<file path="src/rtl/sync_frame_pkg.sv">
// Shared types, defaults and sizing helpers for the sync-pattern frame transmitter.
package sync_frame_pkg;

    typedef enum logic [2:0] {
        ST_IDLE = 3'd0,
        ST_SYNC = 3'd1,
        ST_DATA = 3'd2,
        ST_PAR  = 3'd3,
        ST_GAP  = 3'd4
    } state_e;

    localparam int unsigned SYNC_W_DEF    = 4;
    localparam logic [3:0]  SYNC_WORD_DEF = 4'b1101;

    // Frame length in line cycles: sync word, payload, optional parity bit.
    function automatic int unsigned frame_len(input int unsigned data_w,
                                              input int unsigned sync_w,
                                              input bit          parity_en);
        return sync_w + data_w + (parity_en ? 32'd1 : 32'd0);
    endfunction

    // Counter width large enough to hold the longest per-state count.
    function automatic int unsigned cnt_w(input int unsigned a,
                                          input int unsigned b,
                                          input int unsigned c);
        int unsigned m;
        m = a;
        if (b > m) m = b;
        if (c > m) m = c;
        return (m < 1) ? 32'd1 : $clog2(m + 1);
    endfunction

endpackage

</file>
<file path="src/rtl/sync_frame_shreg.sv">
// Loadable MSB-first shift register with a down-counter of bits still to be emitted.
module sync_frame_shreg #(
    parameter int unsigned W        = 8,
    parameter int unsigned CW       = 4,
    parameter int unsigned LOAD_CNT = W
) (
    input  logic         clk,
    input  logic         rst,
    input  logic         load_i,
    input  logic [W-1:0] load_val_i,
    input  logic         shift_i,
    output logic         ser_o,
    output logic         zero_o,
    output logic         last_o
);

    logic [W-1:0]  sh_q;
    logic [CW-1:0] cnt_q;

    always_ff @(posedge clk or posedge rst) begin
        if (rst) begin
            sh_q  <= '0;
            cnt_q <= '0;
        end else if (load_i) begin
            sh_q  <= load_val_i;
            cnt_q <= CW'(LOAD_CNT);
        end else if (shift_i && (cnt_q != '0)) begin
            sh_q  <= sh_q << 1;
            cnt_q <= cnt_q - CW'(1);
        end
    end

    assign ser_o  = sh_q[W-1];
    assign zero_o = (cnt_q == '0);
    assign last_o = (cnt_q == CW'(1));

endmodule

</file>
<file path="src/rtl/sync_frame_tx.sv">
// Serial frame transmitter: sync word, payload MSB first, optional even parity, idle gap.
// Parity bit is built only when SYNC_FRAME_TX_PARITY_EN is defined.
module sync_frame_tx
    import sync_frame_pkg::*;
#(
    parameter int unsigned       DATA_W    = 8,
    parameter int unsigned       SYNC_W    = SYNC_W_DEF,
    parameter logic [SYNC_W-1:0] SYNC_WORD = SYNC_W'(SYNC_WORD_DEF),
    parameter int unsigned       IDLE_GAP  = 1
) (
    input  logic              clk,
    input  logic              rst,
    input  logic [DATA_W-1:0] in_data_i,
    input  logic              in_valid_i,
    output logic              in_ready_o,
    output logic              tx_bit_o,
    output logic              tx_en_o,
    output logic              busy_o,
    output logic              frame_done_o
);

    localparam int unsigned     CNT_W    = cnt_w(SYNC_W, DATA_W, IDLE_GAP);
    localparam logic [CNT_W-1:0] GAP_LOAD = CNT_W'((IDLE_GAP > 0) ? IDLE_GAP - 1 : 0);

    state_e           state_q;
    logic [CNT_W-1:0] gap_cnt_q;
    logic             in_ready_q, tx_bit_q, tx_en_q, busy_q, frame_done_q;

    logic hs_c, sync_shift_c, data_shift_c, frame_end_c;
    logic sync_ser, sync_zero, sync_last_unused;
    logic data_ser, data_zero, data_last;

    assign hs_c         = (state_q == ST_IDLE) && in_valid_i && in_ready_q;
    assign sync_shift_c = (state_q == ST_SYNC) && !sync_zero;
    assign data_shift_c = ((state_q == ST_SYNC) && sync_zero) ||
                          ((state_q == ST_DATA) && !data_zero);

    // The sync MSB goes straight to the line at the handshake, so the register holds the rest.
    sync_frame_shreg #(.W(SYNC_W), .CW(CNT_W), .LOAD_CNT(SYNC_W - 1)) u_sync (
        .clk        (clk),
        .rst        (rst),
        .load_i     (hs_c),
        .load_val_i (SYNC_W'(SYNC_WORD << 1)),
        .shift_i    (sync_shift_c),
        .ser_o      (sync_ser),
        .zero_o     (sync_zero),
        .last_o     (sync_last_unused)
    );

    sync_frame_shreg #(.W(DATA_W), .CW(CNT_W), .LOAD_CNT(DATA_W)) u_data (
        .clk        (clk),
        .rst        (rst),
        .load_i     (hs_c),
        .load_val_i (in_data_i),
        .shift_i    (data_shift_c),
        .ser_o      (data_ser),
        .zero_o     (data_zero),
        .last_o     (data_last)
    );

`ifdef SYNC_FRAME_TX_PARITY_EN
    logic par_q;

    always_ff @(posedge clk or posedge rst) begin
        if (rst)       par_q <= 1'b0;
        else if (hs_c) par_q <= ^in_data_i;
    end

    assign frame_end_c = (state_q == ST_PAR);
`else
    assign frame_end_c = (state_q == ST_DATA) && data_zero;
`endif

    // Each edge decides which bit sits on the line during the following cycle.
    always_ff @(posedge clk or posedge rst) begin
        if (rst) begin
            state_q      <= ST_IDLE;
            gap_cnt_q    <= '0;
            in_ready_q   <= 1'b0;
            tx_bit_q     <= 1'b0;
            tx_en_q      <= 1'b0;
            busy_q       <= 1'b0;
            frame_done_q <= 1'b0;
        end else begin
            frame_done_q <= 1'b0;
            if (frame_end_c) begin
                tx_bit_q <= 1'b0;
                tx_en_q  <= 1'b0;
                if (IDLE_GAP > 0) begin
                    state_q   <= ST_GAP;
                    gap_cnt_q <= GAP_LOAD;
                end else begin
                    state_q    <= ST_IDLE;
                    busy_q     <= 1'b0;
                    in_ready_q <= 1'b1;
                end
            end else begin
                unique case (state_q)
                    ST_IDLE: begin
                        if (hs_c) begin
                            state_q    <= ST_SYNC;
                            tx_bit_q   <= SYNC_WORD[SYNC_W-1];
                            tx_en_q    <= 1'b1;
                            busy_q     <= 1'b1;
                            in_ready_q <= 1'b0;
                        end else begin
                            in_ready_q <= 1'b1;
                        end
                    end
                    ST_SYNC: begin
                        if (!sync_zero) begin
                            tx_bit_q <= sync_ser;
                        end else begin
                            state_q  <= ST_DATA;
                            tx_bit_q <= data_ser;
`ifndef SYNC_FRAME_TX_PARITY_EN
                            frame_done_q <= data_last;
`endif
                        end
                    end
                    ST_DATA: begin
`ifdef SYNC_FRAME_TX_PARITY_EN
                        if (data_zero) begin
                            state_q      <= ST_PAR;
                            tx_bit_q     <= par_q;
                            frame_done_q <= 1'b1;
                        end else begin
                            tx_bit_q <= data_ser;
                        end
`else
                        tx_bit_q     <= data_ser;
                        frame_done_q <= data_last;
`endif
                    end
                    ST_GAP: begin
                        if (gap_cnt_q == '0) begin
                            state_q    <= ST_IDLE;
                            busy_q     <= 1'b0;
                            in_ready_q <= 1'b1;
                        end else begin
                            gap_cnt_q <= gap_cnt_q - CNT_W'(1);
                        end
                    end
                    default: state_q <= ST_IDLE;
                endcase
            end
        end
    end

    assign in_ready_o   = in_ready_q;
    assign tx_bit_o     = tx_bit_q;
    assign tx_en_o      = tx_en_q;
    assign busy_o       = busy_q;
    assign frame_done_o = frame_done_q;

endmodule

</file>
<file path="config.mk">
export PLATFORM = sky130hd
export DESIGN_NAME = sync_frame_tx
export DESIGN_NICKNAME = d
export VERILOG_FILES = /design/src/rtl/sync_frame_pkg.sv /design/src/rtl/sync_frame_shreg.sv /design/src/rtl/sync_frame_tx.sv
export SDC_FILE = /design/constraint.sdc
export NUM_CORES = 1
export LEC_CHECK = 0
export ABC_CLOCK_PERIOD_IN_PS = 2900
export BUFFER_PORTS_ARGS = -buffer_cell sky130_fd_sc_hd__buf_2
export CAP_MARGIN = 40
export CORE_MARGIN = 5
export CORE_UTILIZATION = 50
export CTS_BUF_LIST = sky130_fd_sc_hd__clkbuf_2
export DETAILED_ROUTE_END_ITERATION = 10
export PLACE_DENSITY = 0.67
export SYNTH_ARGS = -nofsm -noshare
export SYNTH_HDL_FRONTEND = slang
export SYNTH_HIERARCHICAL = 1
export SYNTH_SLANG_ARGS = --single-unit
</file>
<file path="constraint.sdc">
create_clock -name clk -period 2.9 [get_ports clk]
set_clock_uncertainty 0.1 [all_clocks]
set_input_delay 0.145 -clock clk [delete_from_list [all_inputs] [get_ports clk]]
set_output_delay 0.145 -clock clk [all_outputs]
set_load 0.01 [all_outputs]
</file>
==> Word-level counts from Yosys, hierarchy flattened <==
Index checks and enable logic that the tools add are counted.
{ "totals": {"ff_bits": 32, "latchBits": 0, "ram_bits": 0, "romBits": 0, "input_bits": 11, "output_inout_bits": 5, "elab_cells": 86, "memories": 0} }
{ "classes": {"add_sub_neg": 3, "mul": 0, "div": 0, "n_lt_le_gt_ge": 0, "eq_ne": 11, "shifts": 0, "n_mux": 30, "bitwise_logic": 1, "reduce_logical": 30} }
{ "ops": {"columns": ["op", "n"], "rows": [
  ["4-bit two-way mux", 9],
  ["8-bit two-way mux", 2],
  ["4-bit zero test", 3],
  ["3-bit two-way mux", 4],
  ["3-bit one-hot mux with 4 select lines", 1],
  ["2-bit nonzero test", 6],
  ["4-bit nonzero test", 3],
  ["4-bit by 1-bit subtractor with 4-bit output, second input constant", 3],
  ["1-bit two-way mux", 10],
  ["3-bit != test, second input constant", 3],
  ["1-bit logical AND", 8],
  ["2-bit != test, second input constant", 4],
  ["4-bit AND reduction", 2],
  ["1-bit one-hot mux with 2 select lines", 3],
  ["2-bit AND reduction", 3],
  ["4-bit by 1-bit == test with 1-bit output, second input constant", 1],
  ["3-bit by 1-bit == test with 1-bit output, second input constant", 1],
  ["3-bit by 2-bit == test with 1-bit output, second input constant", 1],
  ["3-bit == test, second input constant", 1],
  ["3-bit zero test", 1],
  ["1-bit one-hot mux with 3 select lines", 1],
  ["3-bit AND reduction", 1],
  ["1-bit zero test", 2],
  ["1-bit logical OR", 1],
  ["1-bit inverter", 1]
]} }

==> Depth between registers and ports, before layout <==
Gate-level depths: netlist of run 1.
{ "logic_depth": {"ltp_word": 7, "ltp_mapped": 10, "ltp_nobuf": 9} }

==> Hierarchy <==
The synthesis of run 1 kept the hierarchy.
{ "modules_own_cells": {"columns": ["module", "n_inst", "cells_per_inst", "area_per_inst_um2"], "rows": [
  ["sync_frame_shreg at u_data", 1, 70, 651.9],
  ["sync_frame_tx", 1, 66, 645.6],
  ["sync_frame_shreg at u_sync", 1, 50, 462.9]
]} }

==> Worst setup path before layout of run 1 <==
No wires, ideal clock.
{ "synth_timing": {"path_kind": "reg-to-reg", "startpoint": "register u_data.cnt_q[0]", "endpoint": "register u_data.cnt_q[3]", "setup_time_ns": 0.124, "t_arrival_ns": 2.401, "required_time_ns": 2.676, "path_slack_ns": 0.275, "path_stages_with_launch": 10, "synth_period_minus_slack_ns": 2.625, "path_cell_list": "dfrtp_1 inv_1 ha_1 or3b_4 inv_2 buf_6 or3b_2 a21oi_1 or4b_1 a211o_1"} }
{ "synth_via": {"elab_chain_cells": 6, "word_cells_on_any_way": 10, "cone_classes": "1 x add/sub; 2 x mux; 7 x reduce/logical"} }
{ "synth_lines": {"columns": ["item", "line", "rtl"], "rows": [
  ["from (decl)", "sync_frame_shreg.sv:18", "logic [CW-1:0] cnt_q;"],
  ["from (signal assigned)", "sync_frame_shreg.sv:26", "cnt_q <= CW'(LOAD_CNT);"],
  ["from (signal assigned)", "sync_frame_shreg.sv:29", "cnt_q <= cnt_q - CW'(1);"],
  ["4-bit zero test", "sync_frame_shreg.sv:34", "assign zero_o = (cnt_q == '0);"],
  ["net data_zero", "sync_frame_tx.sv:31", "logic data_ser, data_zero, data_last;"],
  ["1-bit zero test", "sync_frame_tx.sv:36", "((state_q == ST_DATA) && !data_zero);"],
  ["1-bit logical AND", "sync_frame_tx.sv:36", null],
  ["1-bit logical OR", "sync_frame_tx.sv:35", "assign data_shift_c = ((state_q == ST_SYNC) && sync_zero) ||"],
  ["net data_shift_c", "sync_frame_tx.sv:29", "logic hs_c, sync_shift_c, data_shift_c, frame_end_c;"],
  ["1-bit logical AND", "sync_frame_shreg.sv:27", "end else if (shift_i && (cnt_q != '0)) begin"],
  ["2-bit nonzero test (no line)", null, null]
]} }
The timed path passes the listed nets, and every way through them passes these cells. The select of a mux whose other input is x is not followed.
A chain may end at the register's enable or synchronous reset.

==> Final worst setup path of run 1 <==
Same ends and word-level chain as after synthesis.

==> metrics, run 1 <==
placed cell count 241; vias about 1400; period utilisation layout between 90% and 100%; Final Setup Violations 0; CP required just over 3000 ps; status finished, final reports clean; CP startpoint u_data/cnt_q[0]; Resize count post-CTS 0; Tightest Hold Check Type input pin to async pin; area delta synth->final 13.7%; fin nets 229; die width 69 um; crit path max fanout 11; first-pass GRT wire length 6.28 mm; worst slew pin tran 609 ps; commonest non-fill, non-tap cell in the layout dfrtp_1; antenna violations before repair 0; std cell rows 21; TritonRoute pass-1 iters 4; total power 0.00169 W; reg-to-reg critical path startpoint u_data/cnt_q[0]; final wirelength 3.43 mm; clock transition at the registers of the reported paths 160 ps; antenna-violating nets left 0; critical path startpoint category flip-flop; DR DRC count 0; Pwr Density between 800 and 900 nW/um2; vias in the first global route about 1400; Die Area 4760 um2; most frequent cells in the layout 32 x dfrtp_1, 19 x a21oi_1, 15 x o21ai_0, 15 x buf_2, 14 x inv_1; achievable frequency 374 MHz; final worst slack 227 ps; largest net degree at the start of global routing 22; share of cells above drive strength 1 between 10% and 20%; FF/Latch Area 801 um2; buffer levels on the longest clock path 2; routability cong. ~0.77; Setup CP Type flip-flop to flip-flop; Clock Tree Root clkbuf_2; worst rel slew slack 59.3%; LEAKAGE ~0.87 nW; Overflow after GRT 0; starting density of the core 51.7%; TritonCTS clock tree yes; Iteration-0 DRC Markers 44; Routed WL per cell 13.3 um; # Max-Cap Violations 0; CP Capture Type flip-flop; R2R Setup Slk 230 ps; Final Max Tran Viols 0; maximum vdd drop 0.000489 V; Final HPWL DP 2.37 mm; unrepaired setup endpoints after global routing no; syn_area_per_cell approximately 9.5 um2; Min Hold Slack 202 ps; PortBufs 15; Data arrival, critical path about 2800 ps; DR vias/cell around 5.5; CTS sink cnt 32; footprint of the multi-input gates 817 um2; # IOs 16; Final Non-Filler Cells 258; Skew-Pair Late Insertion Delay between 300 and 400 ps; Die H 69 um; GRT Overall Usage 15.8%; TNS Setup 0 ps; Diodes inserted 0; yosys warns 6; H-tree lvl count 2; area of the mapped netlist around 1700 um2; Mapped Cells 184; Tmin final 2670 ps; Hold Fails Final Rpt 0; final-layout fill cell count 335; pre-CTS setup slack 251 ps; core box area around 3400 um2; CTS Buf Count 5
-- power breakdown --
group,switching (W),leakage (nW),total [W],internal (W)
Combinational,0.000406,0.454,0.000760,0.000354
Sequential,0.000120,0.386,0.000727,0.000606
Clock,0.000141,0.0306,0.000205,0.0000648
Total,0.000666,0.871,0.00169,0.00103
-- cell type report --
type,instances,area share (%)
Tap cell,46,2.91
Clock inverter,1,0.190
Multi-Input combinational cell,127,41.3
Clock buffer,7,1.77
Inverter,16,3.16
Timing Repair Buffer,29,10.2
Sequential cell,32,40.5
-- per-layer routing --
metal	wire, um	GRT usage [%]	share of wire [%]
met4	47	6.94	1.4
met3	134	3.92	3.9
met5	0	0	0
met2	1770	26.1	52
met1	1480	19.4	43
-- state kept, by name, summed over array words and instances (netlist names), 3 cells and up --
signal        flops
state_q           3
u_sync/sh_q       4
u_data/sh_q       8
gap_cnt_q         4
u_data/cnt_q      4
u_sync/cnt_q      4
-- metrics by stage --
| stage | utilization (%) | instance area, um2 |
|---|---|---|
| detailed placement | 55.0 | 1850 |
| finish | 58.9 | 1980 |
| global placement | 55.0 | 1850 |
| floorplan | - | 1750 |
| CTS | 58.9 | 1980 |
| global route | 58.9 | 1980 |
-- final timing paths --
kind | cells past startpoint | to
setup / recovery | 8 | u_data/cnt_q[3]
hold / removal | 3 | u_sync/cnt_q[0]
max in group asynchronous | 3 | u_data/sh_q[6]
min in group clk | 4 | tx_bit_o
setup reg to reg | 8 | u_data/cnt_q[3]
hold reg to reg | 1 | busy_o
-- worst max-delay path, stage by stage (launching register included) --
cell and delay [ps]:
dfrtp_1 420, inv_1 80, ha_1 190, or3b_4 310, inv_2 50, or3b_2 460, a21oi_1 200, or4b_1 480
a211o_1 300
-- what timing repair did --
action / 4_1_cts / 5_1_grt
hold endpoints to repair: 40 / 0
hold buffers: 9 / 0
buffers inserted: 0 / 0
Power figures use the tool's default switching activity.
==> run 2: changes to the inputs <==
--- a/config.mk
+++ b/config.mk
@@ -13,6 +13,7 @@
 export CTS_BUF_LIST = sky130_fd_sc_hd__clkbuf_2
 export DETAILED_ROUTE_END_ITERATION = 10
 export PLACE_DENSITY = 0.67
+export REMOVE_ABC_BUFFERS = 1
 export SYNTH_ARGS = -nofsm -noshare
 export SYNTH_HDL_FRONTEND = slang
 export SYNTH_HIERARCHICAL = 1
==> metrics, run 2 (synthesis results as in run 1) <==
cell depth of the worst flop-to-flop path 8 (unchanged); # Max-Cap Violations 0 (unchanged); worst path cell trace inv_1, ha_1, or3b_4, inv_2, or3b_2, a21oi_1, or4b_1, a211o_1 (unchanged); PortBufs 15 (unchanged); TritonRoute pass-1 iters 4 (unchanged); clock transition at the registers of the reported paths 150 ps (was 160 ps); worst path bufs/invs 2 (unchanged); Tmin final 2650 ps (was 2670 ps); Setup CP Type flip-flop to flip-flop (unchanged); Final HPWL DP 2.34 mm (was 2.37 mm); # IOs 16 (unchanged); Die H 69 um (unchanged); achievable frequency 377 MHz (was 374 MHz); vias 1382 (was 1411); CP Capture Type flip-flop (unchanged); die width 69 um (unchanged); crit path max fanout 11 (unchanged); Final Setup Violations 0 (unchanged); Final Instance Area 1970 um2 (was 1980 um2); most frequent cells in the layout 32 x dfrtp_1, 19 x a21oi_1, 15 x o21ai_0, 15 x buf_2, 14 x inv_1 (unchanged); CP delay by family, top simple AND/OR/NAND/NOR gates (unchanged); std cell rows 21 (unchanged); DR vias/cell 5.38 (was 5.47); routability cong. 0.798 (was 0.768); Clock Tree Root clkbuf_2 (unchanged); pre-CTS setup slack 265 ps (was 251 ps); Routed WL per cell 13.2 um (was 13.3 um); antenna violations before repair 0 (unchanged); H-tree lvl count 2 (unchanged); Diodes inserted 0 (unchanged); R2R Setup Slk 250 ps (was 230 ps); Largest register FFs 8 (unchanged); antenna-violating nets left 0 (unchanged); starting density of the core 51.7% (unchanged); first-pass GRT wire length 5.92 mm (was 6.28 mm); core box area 3360 um2 (unchanged); CP required 3060 ps (about the same); CTS Buf Count 5 (unchanged); maximum vdd drop 0.000404 V (was 0.000489 V); worst rel slew slack 62.6% (was 59.3%); fin nets 229 (unchanged); TritonCTS clock tree yes (unchanged); worst slew pin tran 560 ps (was 609 ps); Slowest-stage cell, CP or4b_1 (unchanged); Data arrival, critical path 2820 ps (was 2830 ps); final worst slack 246 ps (was 227 ps); total power 0.00167 W (was 0.00169 W); crit-path max cell delay 470 ps (was 480 ps); GRT Overall Usage 15.2% (was 15.8%); Tightest Hold Check Type input pin to async pin (unchanged); Skew-Pair Late Insertion Delay 360 ps (was 350 ps); Top reg by flops u_data/sh_q (unchanged); FF-to-FF End u_data/cnt_q[3] (unchanged); commonest non-fill, non-tap cell in the layout dfrtp_1 (unchanged); Pwr Density 847 nW/um2 (was 855 nW/um2); LEAKAGE 0.864 nW (was 0.871 nW); Final Non-Filler Cells 257 (was 258); Iteration-0 DRC Markers 55 (was 44); area delta synth->final 13.4% (was 13.7%); status finished, final reports clean (unchanged); # Post-CTS Setup Buffers 0 (unchanged); DR DRC count 0 (unchanged); placed cell count 241 (unchanged); Overflow after GRT 0 (unchanged); unrepaired setup endpoints after global routing no (unchanged); Die Area 4760 um2 (unchanged); reg-to-reg critical path startpoint u_data/cnt_q[0] (unchanged); final wirelength 3.40 mm (was 3.43 mm); Cell Area, Placed 1850 um2 (unchanged); share of cells above drive strength 1 16.6% (was 17.5%); vias in the first global route 1379 (was 1440); period utilisation layout 91.5% (was 92.2%); Final Max Tran Viols 0 (unchanged); critical path startpoint category flip-flop (unchanged); largest net degree at the start of global routing 30 (was 22); CTS sink cnt 32 (unchanged); Hold Fails Final Rpt 0 (unchanged); buffer levels on the longest clock path 2 (unchanged)
run 2: cell count changes in the layout (fill, tap and decap cells not counted):
cell and change:
clkinv_1 +1, clkbuf_2 -2
run 2: worst max-delay path by stage:
stage,endpoint,startpoint,slack (ps),depth (start not counted)
global route,u_data/cnt_q[3],u_data/cnt_q[0],100,8
floorplan,u_sync/cnt_q[3],state_q[0],-680,3
CTS,u_data/cnt_q[3],u_data/cnt_q[0],250,8
global placement,u_data/cnt_q[3],u_data/cnt_q[0],340,8
finish,u_data/cnt_q[3],u_data/cnt_q[0],250,8
detailed placement,u_data/cnt_q[3],u_data/cnt_q[0],270,8
run 2: tightest hold or removal path, cell delays in order:
cell	delay, ps
dlygate4sd3_1	530
buf_2	130
inv_1	240
run 2: area by class of cell:
type,instances,area (um2)
Clock buffer,5,25.0
Timing Repair Buffer,29,203
Clock inverter,2,7.51
Sequential cell,32,801
Tap cell,46,57.6
Fill cell,325,1390
Inverter,16,62.6
Multi-Input combinational cell,127,817
run 2: report_power, final:
group          switching [W]  internal (W)
Clock               0.000142     0.0000496
Sequential          0.000118      0.000607
Combinational       0.000402      0.000354
Total               0.000662       0.00101
run 2: metal layers:
metal	global-route usage [%]	up-vias	part of all wire [%]
li1	-	701	-
met1	17.7	654	46
met2	25.5	21	48
met3	5.09	6	4.0
met4	6.29	0	1.5
met5	0	-	0
run 2: what timing repair did:
item / CTS / global route
resized for setup: 0 / 0
hold buffers: 9 / 0
endpoints found under the hold margin: 40 / 0
run 2: metrics by stage:
| step | TNS (ps) | util, % | hold WS [ps] |
|---|---|---|---|
| CTS | 0 | 58.7 | 170 |
| global placement | 0 | 55.0 | 36.6 |
| detailed placement | 0 | 55.0 | 38.5 |
| floorplan | -11260 | - | -139 |
| finish | 0 | 58.7 | 168 |
| global route | 0 | 58.7 | 174 |
